## src/rtl/dram_burst_packer_pkg.sv

```systemverilog
// Shared widths, derived packing constants and the packed-word FIFO record
// for the DRAM burst packer.
package dram_burst_packer_pkg;

  localparam int SAMPLE_W     = 32;
  localparam int MEM_W        = 128;
  localparam int ADX_W        = 27;
  localparam int ADX_STEP     = 8;
  localparam int FIFO_DEPTH   = 4;

  localparam int PACK         = MEM_W / SAMPLE_W;
  localparam int MASK_W       = MEM_W / 8;
  localparam int SAMPLE_BYTES = SAMPLE_W / 8;
  localparam int LANE_W       = (PACK > 1) ? $clog2(PACK) : 1;
  localparam int PTR_W        = $clog2(FIFO_DEPTH);
  localparam int CNT_W        = PTR_W + 1;

  typedef struct packed {
    logic [MEM_W-1:0]  data;
    logic [MASK_W-1:0] mask;
    logic [ADX_W-1:0]  adx;
  } fifo_entry_t;

  // Byte enables for the lowest `filled` sample lanes of a memory word.
  function automatic logic [MASK_W-1:0] lane_mask(input int filled);
    logic [MASK_W-1:0] m;
    m = '0;
    for (int i = 0; i < PACK; i++) begin
      if (i < filled) m[i*SAMPLE_BYTES +: SAMPLE_BYTES] = '1;
    end
    return m;
  endfunction

endpackage

```

## src/rtl/dram_burst_packer_fifo.sv

```systemverilog
// Show-ahead FIFO of packed memory words; a push into a full FIFO is dropped
// unless a pop happens in the same cycle.
module packer_fifo
  import dram_burst_packer_pkg::*;
(
  input  logic              clk,
  input  logic              resetn,
  input  logic              push,
  input  fifo_entry_t       push_entry,
  input  logic              pop,
  output fifo_entry_t       head,
  output logic [CNT_W-1:0]  count,
  output logic              empty,
  output logic              dropped
);

  fifo_entry_t      mem [FIFO_DEPTH];
  logic [PTR_W-1:0] rd_ptr;
  logic [PTR_W-1:0] wr_ptr;
  logic             is_full;
  logic             do_pop;
  logic             do_push;

  assign empty   = (count == '0);
  assign is_full = (count == CNT_W'(FIFO_DEPTH));
  assign do_pop  = pop && !empty;
  assign do_push = push && (!is_full || do_pop);
  assign dropped = push && !do_push;
  assign head    = mem[rd_ptr];

  // Storage is cleared on reset so the show-ahead outputs read as zero.
  always_ff @(posedge clk or negedge resetn) begin
    if (!resetn) begin
      rd_ptr <= '0;
      wr_ptr <= '0;
      count  <= '0;
      for (int i = 0; i < FIFO_DEPTH; i++) mem[i] <= '0;
    end else begin
      if (do_push) begin
        mem[wr_ptr] <= push_entry;
        wr_ptr      <= wr_ptr + PTR_W'(1);
      end
      if (do_pop) rd_ptr <= rd_ptr + PTR_W'(1);
      count <= count + {{PTR_W{1'b0}}, do_push} - {{PTR_W{1'b0}}, do_pop};
    end
  end

endmodule

```

## src/rtl/dram_burst_packer.sv

```systemverilog
// Packs narrow sampler words into memory-width words with byte enables and
// addresses, buffering them for a memory write interface.
module dram_burst_packer
  import dram_burst_packer_pkg::*;
(
  input  logic              clk,
  input  logic              resetn,
  input  logic              arm,
  input  logic [ADX_W-1:0]  start_adx,
  input  logic              we,
  input  logic [SAMPLE_W-1:0] write_data,
  input  logic              flush,
  output logic              full,
  output logic              overflow,
  output logic [MEM_W-1:0]  dram_data,
  output logic [MASK_W-1:0] dram_mask,
  output logic [ADX_W-1:0]  dram_adx,
  output logic              write_req,
  input  logic              write_allowed,
  output logic [31:0]       words_written
);

  logic [LANE_W-1:0] lane;
  logic [MEM_W-1:0]  acc_data;
  logic [ADX_W-1:0]  adx_cnt;
  logic [LANE_W:0]   filled;
  logic [MEM_W-1:0]  word_data;
  logic              push;
  fifo_entry_t       push_entry;
  fifo_entry_t       head;
  logic [CNT_W-1:0]  fifo_count;
  logic              fifo_empty;
  logic              fifo_dropped;

  // The incoming sample is merged before deciding whether to push, so a
  // flush coinciding with we emits the word including that sample.
  always_comb begin
    word_data = acc_data;
    for (int i = 0; i < PACK; i++) begin
      if (we && (lane == LANE_W'(i))) word_data[i*SAMPLE_W +: SAMPLE_W] = write_data;
    end
    filled = {1'b0, lane} + {{LANE_W{1'b0}}, we};
    push   = !arm && ((we && (lane == LANE_W'(PACK - 1))) || (flush && (filled != '0)));
    push_entry.data = word_data;
    push_entry.mask = lane_mask(int'(filled));
    push_entry.adx  = adx_cnt;
  end

  assign write_req = !fifo_empty && write_allowed;
  assign full      = (fifo_count == CNT_W'(FIFO_DEPTH));
  assign dram_data = head.data;
  assign dram_mask = head.mask;
  assign dram_adx  = head.adx;

  always_ff @(posedge clk or negedge resetn) begin
    if (!resetn) begin
      lane          <= '0;
      acc_data      <= '0;
      adx_cnt       <= '0;
      overflow      <= 1'b0;
      words_written <= '0;
    end else if (arm) begin
      lane          <= '0;
      acc_data      <= '0;
      adx_cnt       <= start_adx;
      overflow      <= 1'b0;
      words_written <= '0;
    end else begin
      // A dropped word still consumes its address slot, leaving a visible gap.
      if (push) begin
        lane     <= '0;
        acc_data <= '0;
        adx_cnt  <= adx_cnt + ADX_W'(ADX_STEP);
      end else if (we) begin
        lane     <= lane + LANE_W'(1);
        acc_data <= word_data;
      end
      if (fifo_dropped) overflow <= 1'b1;
      if (write_req && (words_written != 32'hFFFF_FFFF)) words_written <= words_written + 32'd1;
    end
  end

  packer_fifo u_fifo (
    .clk        (clk),
    .resetn     (resetn),
    .push       (push),
    .push_entry (push_entry),
    .pop        (write_req),
    .head       (head),
    .count      (fifo_count),
    .empty      (fifo_empty),
    .dropped    (fifo_dropped)
  );

endmodule

```

## config.mk

```make
export PLATFORM = sky130hd
export DESIGN_NAME = dram_burst_packer
export DESIGN_NICKNAME = d
export VERILOG_FILES = /design/src/rtl/dram_burst_packer_pkg.sv /design/src/rtl/dram_burst_packer_fifo.sv /design/src/rtl/dram_burst_packer.sv
export SDC_FILE = /design/constraint.sdc
export NUM_CORES = 1
export LEC_CHECK = 0
export ABC_AREA = 0
export CORE_MARGIN = 8
export CORE_UTILIZATION = 25
export CTS_CLUSTER_DIAMETER = 100
export DETAILED_ROUTE_END_ITERATION = 6
export PLACE_DENSITY = 0.46
export SLEW_MARGIN = 20
export SYNTH_ARGS = -nofsm -noshare
export SYNTH_HDL_FRONTEND = slang
export SYNTH_HIERARCHICAL = 1
export SYNTH_SLANG_ARGS = --single-unit
```

## constraint.sdc

```tcl
create_clock -name clk -period 4.59 [get_ports clk]
set_input_delay 0.459 -clock clk [delete_from_list [all_inputs] [get_ports clk]]
set_output_delay 0.459 -clock clk [all_outputs]
set_load 0.05 [all_outputs]
```

==> reports/qor.yml <==
setup_path:
  crit_type: "reg -> out"
  path_buf_inv: 2
  cp.required_ns: 4.13
  worstPathMaxFanout: 33
  cp_top_family: "buffers and inverters"
  reg2reg_depth: 9
  setup.worst_path.start: "u_fifo/rd_ptr[0]"
  cp-start-kind: "register"
  worstPathArrival_ns: 3.32
  regToRegStartpoint: "lane[0]"
  worstSetupEndpointType: "output port"
  cpPeakStageDelay_ns: 0.80
  cp.depth: 3
  slowest_stage: "dfrtp_4"
  path_cells: "buf_12 -> mux4_2 -> clkdlybuf4s50_1"
cts:
  clkTransAtPathRegs_ns: 0.06
  clock_latency_ns: 0.72
  htreeDepth: 3
  root_buffer: "clkbuf_16"
  post-cts-setup-buffers: 0
  cts_hold_repair.buffers: 1
  clockBufferDepth: 3
  cts_tree: "done"
  numClockSinks: 881
  cts_buffers: 105
  ctsResizeCount: 0
sta:
  fin_crit_ns: 3.78
  drv_slew: 0
  layout_setup_ws_ns: 0.810
  max_slew_margin_pct: 34.6
  fin_crit_sh_pct: 82.4
  setup_tns_ns: 0
  max_freq_mhz: 265
  finalHoldViolations: 0
  grt_setup_unrepaired: "no"
  worst_slew_pin_slew_ns: 0.979
  clock_skew_ns: 0.0447
  setup_violations: 0
placement:
  dp_cells: 4813
  place.gp.congestion: 0.708
  dp_hpwl_um: 74100
  pre_cts_ws_ns: 0.392
  io_buffers: 270
grt:
  grt_remaining_overflow: 0
  track_usage_pct: 13.4
  antenna_found_initial: 14
  grt_pass1_vias: 24600
  grt_max_degree: 133
  grt_pass1_wl_um: 177000
final_layout:
  nNetsFinal: 2842
  stdcell_count: 5009
  area_growth_pct: 22.3
  filler_cell_count: 15800
  final_cell_mix: "dfrtp_1, mux2_2, mux2_4"
  drive_above_1_share_pct: 44.0
  final_common_cell: "dfrtp_1"
route:
  ant_nets: 0
  viasPerCell: 4.47
  drc_errors: 0
  vias: 22400
  wirelength_um: 119000
  drt_pass1_iterations: 4
  wire_per_inst_um: 23.7
  drt_iter0_drc: 1156
worst_hold_path:
  hold_depth: 3
  min-delay-start: "start_adx[21]"
  hold_class: "in -> reg"
logic_synthesis:
  yosys-top-cells-area: "dfrtp_1, mux2_4, mux2_2"
  syn_area_mm2: 0.0404
  synthFlopType: "dfrtp_1"
  avgSynthCellArea_um2: 16.2
  yosysTopAreaCell: "dfrtp_1"
  synth_seq_cells: 881
  synth_edf_count: 0
  synth_cell_types: 56
  async_reset_ff_share_pct: 100
  yosysWarnings: 6
  yosysSeqAreaShare_pct: 54.6
  syn-num-nets: 2572
  synth_top_area_share_pct: 54.6
  syn_inst: 2491
floorplanning:
  fp.dieW_um: 418
  row_count: 147
  die-area_mm2: 0.175
  start_util_pct: 25.2
  io_pins: 271
  coreArea_mm2: 0.161
  fp.dieH_um: 418
status:
  status: "completed"
pwr:
  peakVddDrop_mv: 0.346
  powerDensity_mw_per_mm2: 591
  power_leakage_nw: 22.2
flow_run:
  drv_cap: 0
-- cells by family (layout without fill, tap and decap cells) --
logic type                 count (synthesis)  in the layout  synth area share, %
xor gates and xnor gates                  36             36                0.781
adders and majority gates                 16             16                0.514
buffers and inverters                    185            540                 2.70
muxes                                    991            991                 35.7
and+or+nand+nor                          297            297                 4.36
DFF                                      881            881                 54.6
other                                      0              3                    0
AOI/OAI and AO/OA                         85             85                 1.31
-- final timing paths --
| check | endpoint | slack, ns |
|---|---|---|
| setup / recovery | dram_data[17] | 0.81 |
| hold / removal | adx_cnt[21] | 0.33 |
| setup reg to reg | u_fifo/mem[85] | 1.38 |
| hold reg to reg | u_fifo/mem[250] | 0.50 |
| max in group asynchronous | u_fifo/mem[592] | 2.92 |
| min in group asynchronous | adx_cnt[22] | 0.44 |
-- final cells by class --
| cell class | count | area, um^2 | share of cell area (%) |
|---|---|---|---|
| Tap cell | 2160 | 2700 | 5.47 |
| Clock buffer | 155 | 3130 | 6.33 |
| Sequential cell | 881 | 22100 | 44.7 |
| Timing Repair Buffer | 332 | 3560 | 7.21 |
| Antenna cell | 3 | 7.51 | 0.0152 |
| Multi-Input combinational cell | 1425 | 17300 | 35.0 |
| Clock inverter | 37 | 563 | 1.14 |
| Inverter | 16 | 62.6 | 0.127 |
-- where the power goes --
group          internal, mW  switching [mW]
clock                  5.33            3.49
sequential             9.39           0.991
combinational          4.42            5.54
total                  19.1            10.0
-- Yosys cell counts, types with 6 or more instances --
master and instances:
dfrtp_1 881, mux2_2 457, mux2_4 360, mux4_2 171, and3_1 140, clkbuf_1 54
buf_2 46, buf_6 44, nand2_1 43, o21ai_0 36, xor2_1 25, a21oi_1 24
buf_1 23, nor2_1 22, nand3_1 21, nand4_1 19, ha_1 15, inv_1 15
or3_1 15, xnor2_1 11, or4_1 9, o31ai_1 8, and4_1 6
-- state kept, by name, summed over array words and instances (netlist names) --
signal         flops
acc_data         128
adx_cnt           27
lane               2
overflow           1
u_fifo/count       3
u_fifo/mem       684
u_fifo/rd_ptr      2
u_fifo/wr_ptr      2
words_written     32
-- per-stage QoR --
stage                     hold WS [ns]  power [mW]  instance area, um^2  util [%]
after CTS                        0.253        29.8                49400      30.7
after global placement           0.483        20.7                45700      28.4
final                            0.329        29.2                49400      30.7
after global routing             0.307        30.6                49400      30.7
after detailed placement         0.488        20.7                45700      28.4
after floorplan                  0.163        17.1                40400         -
-- metal layers --
layer	global-route usage (%)	up-vias	share of wire (%)
li1	-	9776	-
met4	3.60	0	2.5
met1	18.0	12100	45
met3	2.91	148	4.4
met2	22.0	389	48
met5	0	-	0
-- worst reg2reg max path, cell delays in order (launching register included) --
cell	delay (ns)
dfrtp_1	0.46
ha_1	0.22
inv_1	0.08
ha_1	0.33
a211o_1	0.16
a21boi_4	0.08
nor2_1	0.31
and3_4	0.66
buf_12	0.41
mux2_4	0.41
No activity file was read; power rests on OpenSTA's default activity.
